$ cat src/rtl/vga_console_pkg.sv
// Shared constants, control codes and FSM state type for the text-console sequencer.
package vga_console_pkg;

    localparam int N_COL          = 80;
    localparam int N_ROW          = 30;
    localparam int CHAR_WIDTH     = 7;
    localparam int BUF_ADDR_WIDTH = 10;
    localparam int WORDS_PER_ROW  = N_COL / 4;
    localparam int BUF_WORDS      = N_ROW * N_COL / 4;

    localparam logic [CHAR_WIDTH-1:0] BLANK_CHAR = 7'h20;
    localparam logic [6:0] CC_CR    = 7'h0D;
    localparam logic [6:0] CC_LF    = 7'h0A;
    localparam logic [6:0] CC_BS    = 7'h08;
    localparam logic [6:0] CC_FF    = 7'h0C;
    localparam logic [6:0] PRINT_LO = 7'h20;
    localparam logic [6:0] PRINT_HI = 7'h7E;

    typedef enum logic [1:0] {
        ST_IDLE       = 2'd0,
        ST_WRITE      = 2'd1,
        ST_CLEAR_LINE = 2'd2,
        ST_CLEAR_ALL  = 2'd3
    } state_e;

    function automatic logic [4:0] next_top(input logic [4:0] top);
        return (top == 5'(N_ROW - 1)) ? 5'd0 : top + 5'd1;
    endfunction

endpackage

$ cat src/rtl/vga_console_addr.sv
// Maps a logical cursor position plus the rotating top-row offset onto a
// buffer word address and a one-hot lane strobe.
module vga_console_addr
    import vga_console_pkg::*;
(
    input  logic [4:0]                row_i,
    input  logic [6:0]                col_i,
    input  logic [4:0]                top_row_i,
    output logic [4:0]                phys_row_o,
    output logic [BUF_ADDR_WIDTH-1:0] w_addr_o,
    output logic [3:0]                w_strb_o
);

    logic [5:0]  row_sum_s;
    logic [11:0] tile_s;

    // Row rotation, then tile = phys_row*80 + col built from shifts.
    always_comb begin
        row_sum_s = {1'b0, row_i} + {1'b0, top_row_i};
        if (row_sum_s >= 6'(N_ROW)) begin
            phys_row_o = 5'(row_sum_s - 6'(N_ROW));
        end else begin
            phys_row_o = row_sum_s[4:0];
        end
        tile_s   = ({7'd0, phys_row_o} << 6) + ({7'd0, phys_row_o} << 4) + {5'd0, col_i};
        w_addr_o = tile_s[11:2];
        w_strb_o = 4'b0001 << tile_s[1:0];
    end

endmodule

$ cat src/rtl/vga_console_ctrl.sv
// Byte-stream text console: cursor tracking, control codes, wrap and
// offset-based scrolling, yielding the buffer write port to AXI traffic.
module vga_console_ctrl
    import vga_console_pkg::*;
(
    input  logic                      clk_i,
    input  logic                      rst_i,
    input  logic                      char_valid_i,
    input  logic [7:0]                char_data_i,
    output logic                      char_ready_o,
    input  logic                      axi_busy_i,
    output logic                      wr_en_o,
    output logic [BUF_ADDR_WIDTH-1:0] w_addr_o,
    output logic [4*CHAR_WIDTH-1:0]   w_data_o,
    output logic [3:0]                w_strb_o,
    output logic [4:0]                cursor_row_o,
    output logic [6:0]                cursor_col_o,
    output logic [4:0]                top_row_o
);

    state_e                  state_q;
    logic [9:0]              cnt_q;
    logic [4:0]              row_q;
    logic [6:0]              col_q;
    logic [4:0]              top_q;
    logic [CHAR_WIDTH-1:0]   char_q;
    logic                    adv_q;

    logic [4:0]              phys_row_s;
    logic [9:0]              cur_addr_s;
    logic [3:0]              cur_strb_s;
    logic [9:0]              line_base_s;
    logic [6:0]              code_s;
    logic                    wr_fire_s;
    logic                    nl_scroll_s;
    logic [4:0]              nl_row_s;
    logic [4:0]              nl_top_s;
    logic                    unused_s;

    vga_console_addr u_addr (
        .row_i      (row_q),
        .col_i      (col_q),
        .top_row_i  (top_q),
        .phys_row_o (phys_row_s),
        .w_addr_o   (cur_addr_s),
        .w_strb_o   (cur_strb_s)
    );

    // During CLEAR_LINE the cursor's physical row is exactly the row being scrolled in.
    always_comb begin
        code_s      = char_data_i[6:0];
        unused_s    = char_data_i[7];
        wr_fire_s   = !rst_i && (state_q != ST_IDLE) && !axi_busy_i;
        line_base_s = ({5'd0, phys_row_s} << 4) + ({5'd0, phys_row_s} << 2);
        nl_scroll_s = (row_q == 5'(N_ROW - 1));
        nl_row_s    = nl_scroll_s ? row_q : row_q + 5'd1;
        nl_top_s    = nl_scroll_s ? next_top(top_q) : top_q;
    end

    // Write-port drive; wr_en follows axi_busy_i in the same cycle so AXI always wins.
    always_comb begin
        char_ready_o = !rst_i && (state_q == ST_IDLE);
        wr_en_o      = wr_fire_s;
        w_data_o     = {4{BLANK_CHAR}};
        w_strb_o     = 4'hF;
        case (state_q)
            ST_WRITE: begin
                w_addr_o = cur_addr_s;
                w_strb_o = cur_strb_s;
                w_data_o = {4{char_q}};
            end
            ST_CLEAR_LINE: w_addr_o = line_base_s + cnt_q;
            ST_CLEAR_ALL:  w_addr_o = cnt_q;
            default: begin
                w_addr_o = cur_addr_s;
                w_strb_o = 4'h0;
            end
        endcase
        cursor_row_o = row_q;
        cursor_col_o = col_q;
        top_row_o    = top_q;
    end

    // Console sequencer FSM.
    always_ff @(posedge clk_i) begin
        if (rst_i) begin
            state_q <= ST_CLEAR_ALL;
            cnt_q   <= 10'd0;
            row_q   <= 5'd0;
            col_q   <= 7'd0;
            top_q   <= 5'd0;
            char_q  <= BLANK_CHAR;
            adv_q   <= 1'b0;
        end else begin
            case (state_q)
                ST_IDLE: begin
                    if (char_valid_i) begin
                        if (code_s >= PRINT_LO && code_s <= PRINT_HI) begin
                            char_q  <= code_s;
                            adv_q   <= 1'b1;
                            state_q <= ST_WRITE;
                        end else begin
                            case (code_s)
                                CC_CR: col_q <= 7'd0;
                                CC_LF: begin
                                    col_q   <= 7'd0;
                                    row_q   <= nl_row_s;
                                    top_q   <= nl_top_s;
                                    cnt_q   <= 10'd0;
                                    state_q <= nl_scroll_s ? ST_CLEAR_LINE : ST_IDLE;
                                end
                                CC_BS: begin
                                    if (col_q != 7'd0) begin
                                        col_q   <= col_q - 7'd1;
                                        char_q  <= BLANK_CHAR;
                                        adv_q   <= 1'b0;
                                        state_q <= ST_WRITE;
                                    end
                                end
                                CC_FF: begin
                                    row_q   <= 5'd0;
                                    col_q   <= 7'd0;
                                    top_q   <= 5'd0;
                                    cnt_q   <= 10'd0;
                                    state_q <= ST_CLEAR_ALL;
                                end
                                default: ;
                            endcase
                        end
                    end
                end
                ST_WRITE: begin
                    if (wr_fire_s) begin
                        if (!adv_q) begin
                            state_q <= ST_IDLE;
                        end else if (col_q == 7'(N_COL - 1)) begin
                            col_q   <= 7'd0;
                            row_q   <= nl_row_s;
                            top_q   <= nl_top_s;
                            cnt_q   <= 10'd0;
                            state_q <= nl_scroll_s ? ST_CLEAR_LINE : ST_IDLE;
                        end else begin
                            col_q   <= col_q + 7'd1;
                            state_q <= ST_IDLE;
                        end
                    end
                end
                ST_CLEAR_LINE: begin
                    if (wr_fire_s) begin
                        if (cnt_q == 10'(WORDS_PER_ROW - 1)) begin
                            cnt_q   <= 10'd0;
                            state_q <= ST_IDLE;
                        end else begin
                            cnt_q <= cnt_q + 10'd1;
                        end
                    end
                end
                ST_CLEAR_ALL: begin
                    if (wr_fire_s) begin
                        if (cnt_q == 10'(BUF_WORDS - 1)) begin
                            cnt_q   <= 10'd0;
                            state_q <= ST_IDLE;
                        end else begin
                            cnt_q <= cnt_q + 10'd1;
                        end
                    end
                end
                default: begin
                    cnt_q   <= 10'd0;
                    state_q <= ST_CLEAR_ALL;
                end
            endcase
        end
    end

endmodule

$ cat config.mk
export PLATFORM = sky130hd
export DESIGN_NAME = vga_console_ctrl
export DESIGN_NICKNAME = d
export VERILOG_FILES = /design/src/rtl/vga_console_pkg.sv /design/src/rtl/vga_console_addr.sv /design/src/rtl/vga_console_ctrl.sv
export SDC_FILE = /design/constraint.sdc
export NUM_CORES = 1
export LEC_CHECK = 0
export ABC_AREA = 0
export ABC_CLOCK_PERIOD_IN_PS = 6900
export BUFFER_PORTS_ARGS = -buffer_cell sky130_fd_sc_hd__clkbuf_2
export CAP_MARGIN = 0
export CORE_UTILIZATION = 50
export CTS_CLUSTER_SIZE = 14
export DETAILED_ROUTE_END_ITERATION = 10
export GPL_TIMING_DRIVEN = 0
export PLACE_DENSITY = 0.74
export SKIP_CTS_REPAIR_TIMING = 1
export SYNTH_ARGS = -nofsm -noshare
export SYNTH_HDL_FRONTEND = slang
export SYNTH_SLANG_ARGS = --single-unit
$ cat constraint.sdc
create_clock -name clk_i -period 6.9 [get_ports clk_i]
set_clock_uncertainty 0.15 [all_clocks]
set_input_delay 2.07 -clock clk_i [delete_from_list [all_inputs] [get_ports clk_i]]
set_output_delay 2.07 -clock clk_i [all_outputs]
set_load 0.01 [all_outputs]
=== Yosys cells after proc, flatten, opt, wreduce, memory -nomap -nowiden ===
Index checks and enable logic that the tools add are counted.

* Input port bits: 12
* Memory bits (writable): 0
* Memories: 0
* Bits in latches: 0
* Bits in registers: 37
* Logic and storage cells: 128
* Memory bits (read-only): 0
* Output and inout port bits: 61

* $mul: 0
* Reduce and logical (&&, ||, !) cells: 20
* Div/mod/pow operators: 0
* Equality and inequality tests: 27
* Shifts and indexed selects: 1
* Bitwise logic cells: 0
* $lt $le $gt $ge: 3
* Mux-type cells: 59
* $add $sub $neg: 11

{| class="wikitable"
|+ Operator list
! operator !! number
|-
| 2-to-1 mux 10 bit || 10
|-
| 2-to-1 mux 5 bit || 14
|-
| 2-to-1 mux 7 bit || 9
|-
| case mux 10 bit (4 select lines) || 1
|-
| case mux 5 bit (2 select lines) || 4
|-
| equality test 7 x 4 -> 1 bit (second input constant) || 4
|-
| 2-to-1 mux 28 bit || 1
|-
| case mux 7 bit (2 select lines) || 2
|-
| 2-to-1 mux 2 bit || 11
|-
| inequality test 2 bit (second input constant) || 10
|-
| case mux 10 bit (2 select lines) || 1
|-
| AND reduction 8 bit || 2
|-
| AND reduction 7 bit || 2
|-
| adder 11 x 9 -> 12 bit || 1
|-
| adder 12 x 7 -> 12 bit || 1
|-
| adder 10 x 1 -> 10 bit (second input constant) || 1
|-
| adder 10 bit || 1
|-
| adder 5 x 1 -> 5 bit (second input constant) || 2
|-
| adder 9 x 7 -> 10 bit || 1
|-
| equality test 10 bit (second input constant) || 1
|-
| equality test 10 x 5 -> 1 bit (second input constant) || 1
|-
| equality test 5 bit (second input constant) || 2
|-
| case mux 2 bit (4 select lines) || 1
|-
| case mux 4 bit (2 select lines) || 1
|-
| 26 further kinds || 37
|}

=== Depth between registers and ports, before layout ===
Gate-level depths: netlist (run 1).

* Depth after elaboration: 7
* Gate-level depth with buffers: 15
* Depth with buffers taken out: 15

=== By module ===
From an unflattened synthesis (run 1), not the netlist that was laid out.

* Cells, all modules: 459
* Area total of the unflattened synthesis: 3752.3 sq um

{| class="wikitable"
|+ By module, submodules not included
! module !! sequential area each (sq um) !! area an instance (sq um) !! instances !! cells each
|-
| vga_console_ctrl || 740.7 || 3186.8 || 1 || 397
|-
| vga_console_addr || 0.0 || 565.5 || 1 || 62
|}

=== Least setup slack after synthesis (run 1) ===
OpenSTA, ideal clock, no wires.

* Path kind: register -> output
* Start point: register row_q[0], in the netlist cursor_row_o[0]
* End point: output port w_addr_o[8]
* Stages on the path, launching flop included: 16
* Arrival time: 4200 ps
* Data required time: 4680 ps
* Path slack: 480 ps
* Buffers on the path: 0
* Cell sequence: dfxtp_1 ha_1 fa_1 and3_1 or3_1 nor4bb_1 nor2_1 mux2i_1 fa_1 inv_1 ha_1 a211o_1 o211ai_1 a21oi_1 a2111oi_0 and3b_1

* Cells in the longest elaborated chain, start to end: 6
* Elaborated cells between the ends (all ways): 9
* Those cells by class: add/sub: 6; order compare: 1; mux: 2

{| class="wikitable"
|+ RTL lines
! what !! RTL line !! text
|-
| start: declaration || vga_console_ctrl.sv:23 || <nowiki>logic [4:0] row_q;</nowiki>
|-
| start signal: assignment || vga_console_ctrl.sv:107 || <nowiki>row_q <= nl_row_s;</nowiki>
|-
| start signal: assignment || vga_console_ctrl.sv:138 || <nowiki>row_q <= nl_row_s;</nowiki>
|-
| adder 5 x 5 -> 6 bit (*) || vga_console_addr.sv:19 || <nowiki>row_sum_s = {1'b0, row_i} + {1'b0, top_row_i};</nowiki>
|-
| subtractor 5 bit or >= comparator 6 x 5 -> 1 bit (tied branches) || vga_console_addr.sv:21, vga_console_addr.sv:20 ||
|-
| 2-to-1 mux 5 bit (*) || vga_console_addr.sv:20 || <nowiki>if (row_sum_s >= 6'(N_ROW)) begin</nowiki>
|-
| adder 11 x 9 -> 12 bit or adder 9 x 7 -> 10 bit (tied branches) || vga_console_addr.sv:25, vga_console_ctrl.sv:54 ||
|-
| adder 12 x 7 -> 12 bit or adder 10 bit (tied branches) || vga_console_addr.sv:25, vga_console_ctrl.sv:72 ||
|-
| case mux 10 bit (2 select lines) (*) || vga_console_ctrl.sv:66 || <nowiki>case (state_q)</nowiki>
|-
| end: declaration || vga_console_ctrl.sv:13 || <nowiki>output logic [BUF_ADDR_WIDTH-1:0] w_addr_o,</nowiki>
|}

Mark *: on every way between the ends. The rest lies on a longest branch, timed or not.

=== Worst setup path after layout (run 1) ===
Same ends and word-level chain as after synthesis.

==> results of run 1 <==
==> logic make-up (layout without fill, tap and decap cells) <==
family | after synthesis | in the layout | share of synthesized area (%)
flip-flops | 37 | 37 | 19.4
buffers and inverters | 73 | 155 | 9.56
multiplexers | 7 | 7 | 1.90
AND/OR/NAND/NOR | 183 | 183 | 25.9
AO/OA/AOI/OAI | 138 | 138 | 25.7
adder cells (fa/ha/maj) | 42 | 42 | 15.1
XOR/XNOR | 11 | 11 | 2.52
==> per-layer routing <==
| layer | GRT usage (%) | share of wire (%) | routed length (um) |
|---|---|---|---|
| met3 | 4.62 | 8.1 | 837 |
| met4 | 5.34 | 1.0 | 106 |
| met2 | 42.7 | 46 | 4770 |
| met5 | 0 | 0 | 0 |
| met1 | 37.6 | 45 | 4660 |
==> area by class of cell <==
| type | instances | share of cell area, % |
|---|---|---|
| repair buffers | 74 | 8.43 |
| plain buffers | 46 | 5.78 |
| clock buffers | 7 | 1.89 |
| inverters | 27 | 2.22 |
| well taps | 99 | 2.71 |
| flip-flops and latches | 37 | 16.4 |
| multi-input cells | 381 | 61.9 |
| clock inverters | 1 | 0.657 |
==> power breakdown <==
group	switching, mW	leakage [nW]	internal, mW	total (mW)
logic	0.0170	1.72	0.00824	0.0253
clock network	0.0809	0.0585	0.118	0.199
registers	0.000780	0.300	0.213	0.214
total	0.0987	2.07	0.339	0.438
==> metrics by stage <==
stage / instance area [um^2] / hold WS (ns)
after floorplan: 3820 / 0.307
after global placement: 4290 / 0.323
after detailed placement: 4290 / 0.331
after CTS: 4400 / 0.353
after global routing: 4570 / 0.378
final: 4570 / 0.348
==> tightest hold or removal path, stage by stage (launching register included) <==
cell     delay (ns)
dfxtp_1        0.33
a22oi_1        0.06
nor2_1         0.07
==> placed cells by master, fill, tap and decap left out, types with 6 or more instances in the layout <==
cell,instances
a21oi_1,37
ha_1,33
clkbuf_1,21
clkbuf_2,67
dfxtp_1,35
nor2b_1,7
a22oi_1,6
or3_1,8
buf_4,28
a211oi_1,9
inv_1,26
clkbuf_8,6
nand2_1,29
o21ai_0,21
nor3b_1,8
and3_1,6
nand3_1,17
and2_1,6
fa_1,6
a21o_1,8
nor3_1,13
nand4_1,6
nor2_1,44
==> path summary, 6_finish.rpt <==
kind                        start              end  slack, ns  cells after the start
setup / recovery  cursor_row_o[0]      w_addr_o[8]       0.12                     16
hold / removal          char_q[3]        char_q[3]       0.35                      2
setup reg to reg  cursor_col_o[0]  cursor_col_o[4]       4.00                      7
hold reg to reg         char_q[3]        char_q[3]       0.35                      2
==> sequential cells by signal (all words and copies together), names as in the netlist <==
| name | count |
|---|---|
| state_q | 2 |
| cursor_col_o | 7 |
| cnt_q | 10 |
| adv_q | 1 |
| top_row_o | 5 |
| char_q | 7 |
| cursor_row_o | 5 |
==> impl_metrics.json, run 1 <==
{
  "timing.final.crit_period_ns": 6.78,
  "synth_seq_cells": 37,
  "first_global_vias": 3517,
  "htree_levels": 2,
  "path_delay_family": "adder cells",
  "dp_hpwl_um": 7740,
  "dp.cells": 658,
  "syn_nets": 545,
  "cts_sinks": 37,
  "worst_pin_slew_ns": 0.990,
  "slowest_delay_ns": 0.47,
  "die_y_um": 89.4,
  "grt_pass1_wl_um": 16900,
  "slew_headroom_pct": 33.1,
  "numCtsBuffers": 5,
  "syn-cell-area_um2": 3820,
  "port_buffers": 68,
  "worst_path_max_delay_cell": "fa_1",
  "finalHoldViolations": 0,
  "ios": 73,
  "place.gp.congestion": 0.913,
  "drc": 0,
  "cp_num_buf_inv": 2,
  "place_ws_ns": -0.0709,
  "drive_above_1_share_pct": 23.7,
  "cts_tree": "yes",
  "critPathCaptureType": "primary output",
  "p_per_area_nw_per_um2": 95.8,
  "post-route-util_pct": 62.3,
  "arrival_ns": 4.56,
  "clk_pin_slew_ns": 0.08,
  "grt_antenna_before_repair": 0,
  "slew_viol_final": 0,
  "wire_per_inst_um": 15.4,
  "p_leak_nw": 2.07,
  "yosys.cell_types.count": 69,
  "antenna_cells": 0,
  "yosys-top-cells-area": "dfxtp_1, ha_1, a21oi_1",
  "ys_seq_area_share_pct": 19.4,
  "worst_slack_ns": 0.117,
  "multi_input_area_um2": 2830,
  "fmax_ghz": 0.147,
  "ir_drop_mv": 0.0846,
  "synth_edf_count": 0,
  "fillers": 647,
  "drt_iter0_drc": 372,
  "clockBufferDepth": 2,
  "yosysMostFrequentCell": "nor2_1",
  "hold_class": "reg -> reg",
  "critPathMostFrequentCell": "ha_4",
  "cp_max_fo": 3,
  "drtPass1Iterations": 5,
  "ff_latch_area_um2": 748,
  "startpoint_type": "flip-flop",
  "clk_latency_ns": 0.29,
  "critPathKind": "reg -> out",
  "crit_chain": "ha_4 -> fa_2 -> and3_4 -> or3_4 -> nor4bb_4 -> nor2_4 -> mux2i_4 -> fa_1 -> inv_2 -> ha_4 -> a211o_1 -> o211ai_1 -> a21oi_1 -> a2111oi_0 -> and3b_1 -> buf_2",
  "netlist_top_cells_count": "nor2_1, a21oi_1, dfxtp_1",
  "yosys.area.top_type": "dfxtp_1",
  "cap_violations": 0,
  "grt_start_max_net_pins": 12,
  "synth_top_area_share_pct": 19.4,
  "die_area_um2": 8000,
  "power.total_mw": 0.438,
  "initial_core_util_pct": 52.1,
  "viasPerCell": 6.01,
  "gr-usage-all-layers_pct": 26.6,
  "synth_cells": 491,
  "async_flop_share_pct": 0,
  "coreArea_um2": 7330,
  "vias": 4040,
  "outcome": "complete, no violations",
  "syn_avg_cell_area_um2": 7.78,
  "final.period_utilization_pct": 98.3,
  "placementRows": 31,
  "syn_to_final_growth_pct": 19.6,
  "overflow": 0,
  "root_buffer": "clkbuf_8",
  "synth_flop_cell": "dfxtp_1",
  "chipWidth_um": 89.4,
  "ys_warn_count": 0,
  "fin_nets": 626,
  "crit_required_ns": 4.68,
  "setup_viol": 0,
  "stdcell_count": 672,
  "wirelength_um": 10400,
  "ant_nets": 0,
  "fin_setup_tns_ns": 0
}
Note: power is estimated with default switching activity, not from simulation.
==> inputs of run 2 (changes only) <==
Settings changed: SYNTH_HIERARCHICAL from default to 1.
==> run 2 against run 1 <==
Against the previous run:
- die area down 1.8%
- sequential cell count unchanged
- routed wire length down 1.7%
- via count down 5.3%
- count of clock-buffer cells in the layout down 2
- fmax down 0.42%
- clock power down 28%
- critical path type unchanged
- critical endpoint unchanged
- largest cell class unchanged
==> impl_metrics.json, run 2 <==
{
  "ir_drop_mv": 0.0902,
  "drtPass1Iterations": 5,
  "worst_path_max_delay_cell": "or4b_2",
  "wire_per_inst_um": 16.0,
  "post-route-util_pct": 61.2,
  "htree_levels": 2,
  "final_common_cell": "clkbuf_2",
  "clockBufferDepth": 2,
  "synth_edf_count": 0,
  "numCtsBuffers": 5,
  "cts_sinks": 37,
  "drt_iter0_drc": 240,
  "regMostFlops": "cnt_q",
  "gr-usage-all-layers_pct": 25.7,
  "critPathCaptureType": "primary output",
  "port_buffers": 69,
  "design_area_um2": 4440,
  "synth_top_area_share_pct": 19.7,
  "viasPerCell": 6.01,
  "synth_seq_cells": 37,
  "slew_viol_final": 0,
  "startpoint_type": "flip-flop",
  "async_flop_share_pct": 0,
  "first_global_vias": 3368,
  "final_cell_mix": "clkbuf_2, nor2_1, dfxtp_1",
  "grt_start_max_net_pins": 11,
  "fmax_ghz": 0.147,
  "grt_antenna_before_repair": 0,
  "outcome": "complete, no violations",
  "crit_chain": "ha_4 -> fa_2 -> a211o_1 -> a21o_1 -> and4bb_2 -> nor2_4 -> mux2_4 -> inv_1 -> fa_2 -> inv_1 -> ha_1 -> a211oi_1 -> o21bai_1 -> a21oi_2 -> or4b_2 -> nand3b_1 -> clkbuf_2",
  "placementRows": 31,
  "hold_class": "reg -> reg",
  "yosysMostFrequentCell": "nor2_1",
  "largest_register_ff_count": 10,
  "arrival_ns": 4.59,
  "yosys.area.top_type": "dfxtp_1",
  "dp_hpwl_um": 7720,
  "grt_pass1_wl_um": 15700,
  "root_buffer": "clkbuf_8",
  "place.gp.congestion": 0.918,
  "netlist_top_cells_count": "nor2_1, dfxtp_1, ha_1",
  "vias": 3826,
  "p_per_area_nw_per_um2": 86.7,
  "yosys-top-cells-area": "dfxtp_1, ha_1, buf_4",
  "cp_max_fo": 7,
  "drive_above_1_share_pct": 27.5,
  "die_y_um": 88.6,
  "setup_viol": 0,
  "ys_seq_area_share_pct": 19.7,
  "wirelength_um": 10200,
  "synth_flop_cell": "dfxtp_1",
  "final.period_utilization_pct": 98.7,
  "drc": 0,
  "timing.final.crit_period_ns": 6.81,
  "overflow": 0,
  "clk_latency_ns": 0.29,
  "finalHoldViolations": 0,
  "initial_core_util_pct": 51.7,
  "slew_headroom_pct": 32.9,
  "clk_pin_slew_ns": 0.07,
  "crit_required_ns": 4.68,
  "r2r_slack_ns": 4.04,
  "yosys.cell_types.count": 76,
  "chipWidth_um": 88.6,
  "coreArea_um2": 7250,
  "syn_to_final_growth_pct": 18.3,
  "ant_nets": 0,
  "cts_tree": "yes",
  "ios": 73,
  "worst_pin_slew_ns": 1.00,
  "antenna_cells": 0,
  "ys_warn_count": 6,
  "slowest_delay_ns": 0.60,
  "p_leak_nw": 1.96,
  "fin_nets": 591,
  "cap_violations": 0,
  "die_area_um2": 7860,
  "syn_avg_cell_area_um2": 8.18,
  "syn-cell-area_um2": 3750,
  "synth_cells": 459,
  "dpl_cell_area_um2": 4220,
  "critPathKind": "reg -> out",
  "syn_nets": 511
}
-- run 2: changes by cell type after synthesis, moves of 6 or more --
cell      before  now
nor3b_1        8    1
a21o_1         8   16
inv_1         27   16
nand2_1       29   12
xnor2_1        5   12
a21oi_1       38   31
nand2b_1       5   11
-- run 2: final timing paths --
check | start | to | cells past startpoint
min reg2reg | char_q[4] | char_q[4] | 2
min | char_q[4] | char_q[4] | 2
max reg2reg | state_q[0] | char_q[3] | 6
max | top_row_o[0] | w_addr_o[8] | 17
-- run 2: cell type report --
| cell class | count | area (um^2) |
|---|---|---|
| fill | 655 | 2820 |
| multi-input combinational | 361 | 2790 |
| sequential | 37 | 748 |
| timing repair buffer | 73 | 375 |
| buffer | 45 | 264 |
| tap | 99 | 124 |
| clock buffer | 5 | 68.8 |
| inverter | 16 | 60.1 |
| clock inverter | 1 | 5.00 |
-- run 2: critical path, delay by kind of cell, from the launching register on --
| family | cells | cell delay [ns] |
|---|---|---|
| mux | 1 | 0.23 |
| simple gates | 4 | 1.14 |
| compound gates | 5 | 0.89 |
| buf+inv | 3 | 0.24 |
| fa+ha+maj | 4 | 1.41 |
| flops | 1 | 0.38 |
-- run 2: report_power, final --
| part | leakage, nW | internal, mW | switching [mW] |
|---|---|---|---|
| combinational | 1.62 | 0.00935 | 0.0166 |
| clock | 0.0399 | 0.0666 | 0.0778 |
| sequential | 0.300 | 0.213 | 0.00112 |
-- run 2: cells by family after synthesis --
family          share of synthesized area (%)
fa+ha+maj                                14.7
compound gates                           25.8
flops                                    19.7
mux                                      2.93
simple gates                             23.7
buf+inv                                  8.64
xor+xnor                                 4.40
-- run 2: per-layer routing --
metal / track usage [%] / share of wire, %
met4: 8.21 / 1.7
met5: 0 / 0
met3: 3.73 / 6.1
met2: 41.9 / 48
met1: 34.9 / 44
-- run 2: through the flow --
stage | worst slack, ns | setup TNS, ns | std cells | hold slack (ns) | power, mW
finish | 0.0887 | 0 | 637 | 0.347 | 0.385
detailed placement | 0.187 | 0 | 627 | 0.333 | 0.246
global placement | 0.257 | 0 | 627 | 0.322 | 0.245
global route | -0.0164 | -0.0164 | 637 | 0.370 | 0.396
floorplan | 0.519 | 0 | 459 | 0.307 | 0.236
CTS | -0.136 | -0.205 | 633 | 0.352 | 0.385
==> inputs of run 3 (changes only) <==
Settings changed: ABC_AREA 0 to 1, ABC_CLOCK_PERIOD_IN_PS 6900 to default, PLACE_DENSITY 0.74 to 0.73.
==> run 3 against run 2 <==
Against the previous run:
- cell count is 34% higher
- synthesized area is 12% higher
- combinational power is 3% higher
- sequential share of layout area is 1.4 points lower
- sequential cell count stayed put
- non-clock buffer count is 8 lower
- synthesized cell count is 46% higher
- fmax is 5.9% higher
- via count is 14% higher
- critical endpoint is now w_addr_o[7]
==> impl_metrics.json, run 3 <==
{
  "slowest_delay_ns": 0.50,
  "syn_to_final_growth_pct": 14.3,
  "syn-cell-area_um2": 4190,
  "ios": 73,
  "finalHoldViolations": 0,
  "final_common_cell": "nand2_1",
  "yosys.area.top_type": "dfxtp_1",
  "syn_avg_cell_area_um2": 6.27,
  "critPathCaptureType": "primary output",
  "crit_required_ns": 4.68,
  "arrival_ns": 4.21,
  "slew_headroom_pct": 59.0,
  "syn_nets": 720,
  "first_global_vias": 3832,
  "grt_start_max_net_pins": 12,
  "hold_class": "reg -> reg",
  "startpoint_type": "flip-flop",
  "die_y_um": 93.5,
  "overflow": 0,
  "crit_chain": "ha_1 -> fa_1 -> inv_1 -> nor2_2 -> nand3_2 -> inv_2 -> nand2_4 -> nand2_2 -> o21ai_1 -> inv_1 -> fa_1 -> fa_1 -> inv_1 -> nand2_1 -> a21boi_0 -> nor3_1 -> nand3b_1 -> o211ai_1 -> clkbuf_2",
  "initial_core_util_pct": 51.2,
  "wire_per_inst_um": 12.4,
  "wirelength_um": 10600,
  "dp_hpwl_um": 8300,
  "htree_levels": 2,
  "synth_edf_count": 0,
  "slew_viol_final": 0,
  "die_area_um2": 8740,
  "rsz0062_at_grt": "false",
  "clk_pin_slew_ns": 0.08,
  "ys_seq_area_share_pct": 17.7,
  "grt_antenna_before_repair": 0,
  "netlist_top_cells_count": "nand2_1, inv_1, nor2_1",
  "yosys-top-cells-area": "dfxtp_1, nand2_1, ha_1",
  "yosys.cell_types.count": 39,
  "timing.final.crit_period_ns": 6.43,
  "synth_top_area_share_pct": 17.7,
  "stdcell_count": 851,
  "fin_nets": 797,
  "cp_num_buf_inv": 5,
  "setup_viol": 0,
  "coreArea_um2": 8180,
  "worst_pin_slew_ns": 0.615,
  "clockBufferDepth": 2,
  "worst_path_max_delay_cell": "dfxtp_1",
  "gr-usage-all-layers_pct": 24.5,
  "yosysMostFrequentCell": "nand2_1",
  "synth_seq_cells": 37,
  "numCtsBuffers": 5,
  "final_cell_mix": "nand2_1, inv_1, clkbuf_2",
  "place.gp.congestion": 0.878,
  "largest_register_ff_count": 10,
  "p_per_area_nw_per_um2": 92.5,
  "async_flop_share_pct": 0,
  "viasPerCell": 5.14,
  "outcome": "complete, no violations",
  "clk_latency_ns": 0.29,
  "p_leak_nw": 2.57,
  "placementRows": 33,
  "antenna_cells": 0,
  "drtPass1Iterations": 5,
  "synth_cells": 668,
  "cap_violations": 0,
  "cts_tree": "yes",
  "cp_max_fo": 8,
  "final.period_utilization_pct": 93.2,
  "root_buffer": "clkbuf_8",
  "ant_nets": 0,
  "critPathKind": "reg -> out",
  "cts_sinks": 37,
  "ir_drop_mv": 0.0640,
  "fin_setup_tns_ns": 0,
  "drc": 0,
  "drive_above_1_share_pct": 20.8,
  "vias": 4375,
  "port_buffers": 70,
  "regMostFlops": "cnt_q",
  "grt_pass1_wl_um": 17200,
  "ys_warn_count": 6,
  "synth_flop_cell": "dfxtp_1",
  "path_delay_family": "adder cells",
  "fin_hold_ws_ns": 0.322,
  "chipWidth_um": 93.5,
  "fmax_ghz": 0.155,
  "drt_iter0_drc": 217,
  "dp.cells": 843
}
==> run 3: cell count changes in the layout (fill, tap and decap cells not counted), moves of 12 or more <==
cell and change:
a21o_1 -16, a21oi_1 +12, clkbuf_1 -12, inv_1 +65
nand2_1 +166, nand3_1 +42, nor2_1 +20, o21ai_0 +14
==> run 3: layout make-up <==
| type | instances | area (um^2) |
|---|---|---|
| multi-input combinational | 503 | 2830 |
| inverter | 88 | 335 |
| clock inverter | 1 | 30.0 |
| buffer | 40 | 279 |
| timing repair buffer | 70 | 350 |
| sequential | 37 | 741 |
| fill | 815 | 3390 |
| clock buffer | 7 | 86.3 |
| tap | 105 | 131 |
==> run 3: tightest hold or removal path: stages, from the launching register on <==
cell     delay [ns]
dfxtp_1        0.31
nand2_1        0.06
a21oi_1        0.06
==> run 3: final timing paths <==
check | startpoint | end | depth (start not counted) | slack (ns)
min | char_q[1] | char_q[1] | 2 | 0.32
max reg2reg | cursor_col_o[1] | top_row_o[4] | 8 | 4.81
min reg2reg | char_q[1] | char_q[1] | 2 | 0.32
max | top_row_o[0] | w_addr_o[7] | 19 | 0.47
==> run 3: cell families after synthesis <==
kind of cell,synth area share (%)
compound gates,12.6
buf+inv,14.7
flops,17.7
simple gates,38.0
xor+xnor,3.77
fa+ha+maj,13.2
==> run 3: power by group <==
group | switching (mW) | leakage (nW) | total [mW] | internal (mW)
Clock | 0.0830 | 0.0585 | 0.201 | 0.118
Combinational | 0.0182 | 2.21 | 0.0266 | 0.00842
Sequential | 0.000754 | 0.298 | 0.215 | 0.214
Total | 0.102 | 2.57 | 0.442 | 0.341
==> run 3: stage by stage <==
stage / instance area [um^2] / setup WS [ns] / power, mW / util [%]
after floorplan: 4190 / 1.19 / 0.236 / -
after global placement: 4670 / 0.780 / 0.246 / 57.1
after detailed placement: 4670 / 0.764 / 0.246 / 57.1
after CTS: 4780 / 0.430 / 0.447 / 58.5
after global routing: 4780 / 0.103 / 0.458 / 58.5
final: 4780 / 0.468 / 0.442 / 58.5
==> run 3: routing by layer <==
metal  share of wire, %  global-route usage, %  vias up  wire, um
met1                 46                   31.3     1957      4810
met2                 49                   42.6      122      5150
met5                  0                      0        -         0
met4                1.2                   7.82        0       129
li1                   -                      -     2282         -
met3                4.5                   3.25       14       473
